--- src/rtl/operand_issue_pkg.sv ---
// rtl/operand_issue_pkg.sv - shared widths, instruction record and FSM states for operand issue
package operand_issue_pkg;

    localparam int DEF_DATA_WIDTH = 4;
    localparam int DEF_ADDR_WIDTH = 2;

    typedef struct packed {
        logic [DEF_ADDR_WIDTH-1:0] dst;
        logic [DEF_ADDR_WIDTH-1:0] src0;
        logic [DEF_ADDR_WIDTH-1:0] src1;
        logic                      wen;
    } instr_t;

    typedef enum logic {
        ST_EMPTY = 1'b0,
        ST_HELD  = 1'b1
    } issue_state_t;

endpackage

--- src/rtl/operand_scoreboard.sv ---
// rtl/operand_scoreboard.sv - pending-write bits with writeback clears and hazard lookup
module operand_scoreboard
    import operand_issue_pkg::*;
#(
    parameter int ADDR_WIDTH = DEF_ADDR_WIDTH
) (
    input  logic                     real_clk,
    input  logic                     real_rst,
    input  logic                     wb0_valid,
    input  logic [ADDR_WIDTH-1:0]    wb0_addr,
    input  logic                     wb1_valid,
    input  logic [ADDR_WIDTH-1:0]    wb1_addr,
    input  logic                     set_valid,
    input  logic [ADDR_WIDTH-1:0]    set_addr,
    input  logic [ADDR_WIDTH-1:0]    look_src0,
    input  logic [ADDR_WIDTH-1:0]    look_src1,
    input  logic [ADDR_WIDTH-1:0]    look_dst,
    input  logic                     look_wen,
    output logic                     hazard,
    output logic [2**ADDR_WIDTH-1:0] pending
);

    localparam int NREGS = 2**ADDR_WIDTH;

    logic [NREGS-1:0] clr_mask;
    logic [NREGS-1:0] set_mask;
    logic [NREGS-1:0] pend_eff;

    // Writebacks landing this cycle are already visible through the
    // register-file bypass, so they are removed before the hazard lookup.
    always_comb begin
        clr_mask = '0;
        set_mask = '0;
        if (wb0_valid) clr_mask[wb0_addr] = 1'b1;
        if (wb1_valid) clr_mask[wb1_addr] = 1'b1;
        if (set_valid) set_mask[set_addr] = 1'b1;
        pend_eff = pending & ~clr_mask;
        hazard   = pend_eff[look_src0] || pend_eff[look_src1] ||
                   (look_wen && pend_eff[look_dst]);
    end

    // Set is ORed after the clear so a new producer outranks a stale writeback.
    always_ff @(posedge real_clk) begin
        if (!real_rst) begin
            pending <= '0;
        end else begin
            pending <= pend_eff | set_mask;
        end
    end

endmodule

--- src/rtl/operand_issue.sv ---
// rtl/operand_issue.sv - single-entry operand issue stage with scoreboard stall and output register
module operand_issue
    import operand_issue_pkg::*;
#(
    parameter int DATA_WIDTH = DEF_DATA_WIDTH,
    parameter int ADDR_WIDTH = DEF_ADDR_WIDTH
) (
    input  logic                  real_clk,
    input  logic                  real_rst,
    input  logic                  in_valid,
    output logic                  in_ready,
    input  logic [ADDR_WIDTH-1:0] in_dst,
    input  logic [ADDR_WIDTH-1:0] in_src0,
    input  logic [ADDR_WIDTH-1:0] in_src1,
    input  logic                  in_wen,
    output logic [ADDR_WIDTH-1:0] read_addr0,
    output logic [ADDR_WIDTH-1:0] read_addr1,
    input  logic [DATA_WIDTH-1:0] read_data0,
    input  logic [DATA_WIDTH-1:0] read_data1,
    input  logic                  wb0_valid,
    input  logic [ADDR_WIDTH-1:0] wb0_addr,
    input  logic                  wb1_valid,
    input  logic [ADDR_WIDTH-1:0] wb1_addr,
    output logic                  out_valid,
    input  logic                  out_ready,
    output logic [DATA_WIDTH-1:0] out_op0,
    output logic [DATA_WIDTH-1:0] out_op1,
    output logic [ADDR_WIDTH-1:0] out_dst,
    output logic                  out_wen
);

    issue_state_t state;
    instr_t       hr;
    logic         held;
    logic         hazard;
    logic         issue;
    logic         accept;
    logic [2**ADDR_WIDTH-1:0] pending;

    assign held     = (state == ST_HELD);
    assign issue    = held && !hazard && (!out_valid || out_ready);
    assign in_ready = real_rst && (!held || issue);
    assign accept   = in_valid && in_ready;

    assign read_addr0 = held ? hr.src0 : '0;
    assign read_addr1 = held ? hr.src1 : '0;

    operand_scoreboard #(
        .ADDR_WIDTH (ADDR_WIDTH)
    ) u_scoreboard (
        .real_clk  (real_clk),
        .real_rst  (real_rst),
        .wb0_valid (wb0_valid),
        .wb0_addr  (wb0_addr),
        .wb1_valid (wb1_valid),
        .wb1_addr  (wb1_addr),
        .set_valid (issue && hr.wen),
        .set_addr  (hr.dst),
        .look_src0 (hr.src0),
        .look_src1 (hr.src1),
        .look_dst  (hr.dst),
        .look_wen  (hr.wen),
        .hazard    (hazard),
        .pending   (pending)
    );

    // Holding register: a reload in the issue cycle keeps the stage at one per cycle.
    always_ff @(posedge real_clk) begin
        if (!real_rst) begin
            state <= ST_EMPTY;
            hr    <= '0;
        end else if (accept) begin
            state   <= ST_HELD;
            hr.dst  <= in_dst;
            hr.src0 <= in_src0;
            hr.src1 <= in_src1;
            hr.wen  <= in_wen;
        end else if (issue) begin
            state <= ST_EMPTY;
        end
    end

    always_ff @(posedge real_clk) begin
        if (!real_rst) begin
            out_valid <= 1'b0;
            out_op0   <= '0;
            out_op1   <= '0;
            out_dst   <= '0;
            out_wen   <= 1'b0;
        end else if (issue) begin
            out_valid <= 1'b1;
            out_op0   <= read_data0;
            out_op1   <= read_data1;
            out_dst   <= hr.dst;
            out_wen   <= hr.wen;
        end else if (out_ready) begin
            out_valid <= 1'b0;
        end
    end

endmodule

--- config.mk ---
export PLATFORM = sky130hd
export DESIGN_NAME = operand_issue
export DESIGN_NICKNAME = d
export VERILOG_FILES = /design/src/rtl/operand_issue_pkg.sv /design/src/rtl/operand_scoreboard.sv /design/src/rtl/operand_issue.sv
export SDC_FILE = /design/constraint.sdc
export NUM_CORES = 1
export LEC_CHECK = 0
export BUFFER_PORTS_ARGS = -buffer_cell sky130_fd_sc_hd__buf_2
export CORE_MARGIN = 10
export CORE_UTILIZATION = 45
export CTS_CLUSTER_SIZE = 30
export DETAILED_ROUTE_END_ITERATION = 6
export GPL_TIMING_DRIVEN = 0
export MAX_ROUTING_LAYER = met4
export PLACE_DENSITY_LB_ADDON = 0.25
export SYNTH_ARGS = -nofsm -noshare
export SYNTH_HDL_FRONTEND = slang
export SYNTH_SLANG_ARGS = --single-unit
--- constraint.sdc ---
create_clock -name real_clk -period 5.35 [get_ports real_clk]
set_clock_uncertainty 0.1 [all_clocks]
set_input_delay 1.07 -clock real_clk [delete_from_list [all_inputs] [get_ports real_clk]]
set_output_delay 1.07 -clock real_clk [all_outputs]
set_load 0.01 [all_outputs]
==> run summary <==
The run finished with clean final reports. The smallest clock period supported by the final layout is computed as 4.20 ns. The worst hold path class was flip-flop to flip-flop. The part of the power in the clock network is 32.1%. The register bit total from synthesis came out at 24. The number of hold-slack violations in the final timing report was 0. In the layout the commonest cells are sky130_fd_sc_hd__buf_2, sky130_fd_sc_hd__nand2_1, sky130_fd_sc_hd__dfxtp_1. For this run, design rule violations remaining after detail routing come to 0. The final core area utilization came out at 58.0%.

The run gives 0 as the number of nets with antenna violations after routing. The worst hold path begins at out_op0[1]$_SDFFE_PN0P_. Walking the worst path, the cells encountered are buf_2, nand3b_1, and3_1, mux2_2, mux2i_1, buf_1, nand3_4, a21boi_1, buf_2. The worst pin sits at a relative slew slack of 64.8%.

After global routing the overflow that remains totals 0. IR analysis of the VDD net gives a maximum drop of 142 uV. The largest fanout on the critical path came out at 10. Clock tree synthesis found a total of 24 sinks.

In this run the critical register-to-register path is launched from hr[0]$_SDFFE_PN0P_. The endpoint identified for the worst register-to-register timing path is hr[6]$_SDFFE_PN0P_. The tools report the met1 wire length as 1570 um. Across all layers, the routed design uses 1389 vias.

For the worst setup path, the data arrival time is 3.03 ns. For the worst flop-to-flop path, the logic depth is 7. Dominant cell type by count on the critical path: sky130_fd_sc_hd__buf_2. The worst path uses 78.6% of the clock period. The first global-routing pass estimated 6180 um of wire.

The number of enable-type register cells in the synthesized netlist is 0, and the number of filler cells placed in the layout is 257. The later pin in the worst-skew pair is clocked with a latency of 0.33 ns. The primary flip-flop cell chosen by synthesis mapping is sky130_fd_sc_hd__dfxtp_1. Synthesis instantiated 31 different standard cells from the library. The via count of the first global-routing pass came out at 1358. The number of clock buffers inserted by TritonCTS is 3. The number of max-slew violations in the final report is 0, and the routed wire length is 3780 um.

Sequential cells account for 48.1% of the total power. The congestion estimate from routability-driven global placement came to 0.889. After synthesis, flip-flops and latches occupy 36.3% of the total area.

The standby leakage power was 0.711 nW; the post-synthesis average cell area was 8.32 sq um. The repair_antennas step left the layout with diodes totalling 0. The first routing iteration left 75 violations.

Total setup violations reported at the end of the flow: 0. TritonCTS built the clock tree. Of the total power, the share spent switching nets is 28.0%. The tools report the startpoint class of the critical path as an input pin. Setup repair after global routing left no endpoint under its margin.

Area of the core: 2780 sq um. The worst-path cell with the longest stage delay is sky130_fd_sc_hd__buf_1. In this run, post-CTS repair resized a total of 0 instances. The uppermost layer routed is met4.

Sort of element at the end of the critical path: a primary output. The number of top-level design ports was 42. The total length of routed met3 wires was 228 um.

Total power for the finished layout comes to 422 uW. For this run, the slowest stage of the critical path takes 0.45 ns. Height of the die: 74.2 um.

The vias per cell works out to 5.94. The tool flagged a number of max-cap violations equal to 0. The share of total power dissipated in combinational logic is 19.8%.

The die covers 5510 sq um. Entering global routing, the biggest net connects 15 pins. The clock edge transition at the registers on the reported setup and hold paths came out at 0.14 ns. The worst hold path cell count came out at 2.

The hold path endpoint is out_op0[1]$_SDFFE_PN0P_. For the largest buffer count on any clock path, the log shows 2. The tools report the total met2 wirelength after detailed routing as 1930 um.

The most frequent standard cell in the layout excluding fill and tap cells is sky130_fd_sc_hd__buf_2. The initialized floorplan defines 19 standard-cell rows. For the final routed database, the setup TNS stands at 0 ns. The share of cells above drive strength 1 came out at 25.1%.

The length of the first detailed-routing pass in iterations was 4; the total number of yosys warnings was 0. For the pin with the worst max-slew slack, the measured transition is 0.528 ns. The tools report the root buffer cell as sky130_fd_sc_hd__clkbuf_4. In this run the tool buffered the top-level ports with 40 buffer cells. Initial antenna violation count: 0.

In this run the register-to-register setup slack is 3.26 ns. After clock tree synthesis, the flow added hold-fix buffers numbering 0. In this run the power spent charging and discharging nets is 118 uW.

The die is 74.2 um wide. The synthesized netlist occupies a cell area of 1320 sq um. Kind of critical path: input pin to primary output.

Maximum level of the CTS H-tree: 1. Of all flip-flops after synthesis, the portion carrying an async set or reset was 0%. Area overhead of the layout relative to synthesis: 22.0%. Final net count: 229. The internal portion of the total power is 304 uW.

The run gives 238 MHz as the fmax. The wire-length estimate of the detail-placed layout is 2860 um. The power density relative to cell area was 262 nW/um^2.

The synthesized netlist net count is 184, and the number of setup buffers added after CTS is 0. In the final routed layout, each cell accounts on average for 16.1 um. Number of cells produced by synthesis: 159. The initial core utilization is 47.5%, and the required time of the critical path is 4.18 ns. Global routing used 13.8% of the available tracks.
-- how the worst max path moves through the flow --
stage	from	endpoint	slack (ns)
after global placement	wb1_addr[0]	in_ready	1.27
after global routing	wb1_addr[0]	in_ready	1.02
final	wb1_addr[0]	in_ready	1.15
after CTS	wb1_addr[0]	in_ready	1.17
after floorplan	wb1_addr[0]	in_ready	1.61
after detailed placement	wb1_addr[0]	in_ready	1.19
-- per-stage QoR --
stage / std cells / setup slack (ns) / instance area [sq um] / hold slack [ns]
global placement: 230 / 1.27 / 1560 / 0.340
CTS: 234 / 1.17 / 1610 / 0.371
global route: 234 / 1.02 / 1610 / 0.394
floorplan: 159 / 1.61 / 1320 / 0.366
finish: 234 / 1.15 / 1610 / 0.367
detailed placement: 230 / 1.19 / 1560 / 0.352
-- worst max-delay path, delay by kind of cell --
family	cells	cell delay [ns]
AND/OR/NAND/NOR	3	0.60
buffers and inverters	3	0.71
AO/OA/AOI/OAI	1	0.18
multiplexers	2	0.46
-- logic make-up after synthesis --
family | synth area share, %
flip-flops | 36.3
AO/OA/AOI/OAI | 9.46
buffers and inverters | 4.35
AND/OR/NAND/NOR | 39.2
multiplexers | 10.7
-- layer usage --
| layer | track usage, % | vias up |
|---|---|---|
| li1 | - | 674 |
| met1 | 16.0 | 663 |
| met2 | 23.1 | 46 |
| met3 | 2.93 | 6 |
| met4 | 5.08 | 0 |
| met5 | - | - |
-- final cells by class --
cell class	count	area (sq um)	share of cell area, %
Multi-Input combinational cell	123	785	48.6
Sequential cell	24	480	29.8
Timing Repair Buffer	40	200	12.4
Buffer	12	57.6	3.57
Tap cell	31	38.8	2.40
Clock inverter	1	30.0	1.86
Clock buffer	3	22.5	1.40
-- flip-flops by register name (all words and copies together) (netlist names) --
name and count:
hr 7, out_op0 4, out_op1 4, u_scoreboard.pending 4, out_dst 2, held 1
out_valid 1, out_wen 1
-- Yosys cell counts, types with 2 or more instances --
cell type	n	share of area (%)
sky130_fd_sc_hd__dfxtp_1	24	36
sky130_fd_sc_hd__mux2i_1	13	9.8
sky130_fd_sc_hd__nand3_1	11	4.2
sky130_fd_sc_hd__buf_1	3	0.85
sky130_fd_sc_hd__clkbuf_1	6	1.7
sky130_fd_sc_hd__o21ai_1	4	1.5
sky130_fd_sc_hd__nand4_1	15	7.1
sky130_fd_sc_hd__o311ai_1	7	4.6
sky130_fd_sc_hd__and2_1	4	1.9
sky130_fd_sc_hd__nand4b_1	2	1.3
sky130_fd_sc_hd__and3b_1	2	1.3
sky130_fd_sc_hd__a21boi_1	3	1.7
sky130_fd_sc_hd__and3_1	11	5.2
sky130_fd_sc_hd__nand3b_1	4	2.3
sky130_fd_sc_hd__nand2_1	34	9.6
-- power by group through the flow --
stage	Sequential [mW]	Combinational, mW	Clock, mW
final	0.203	0.0838	0.136
after global routing	0.205	0.0919	0.143
after CTS	0.203	0.0839	0.136
after detailed placement	0.206	0.0833	0
after global placement	0.206	0.0799	0
after floorplan	0.207	0.0498	0
(Power assumes the default switching activity.)
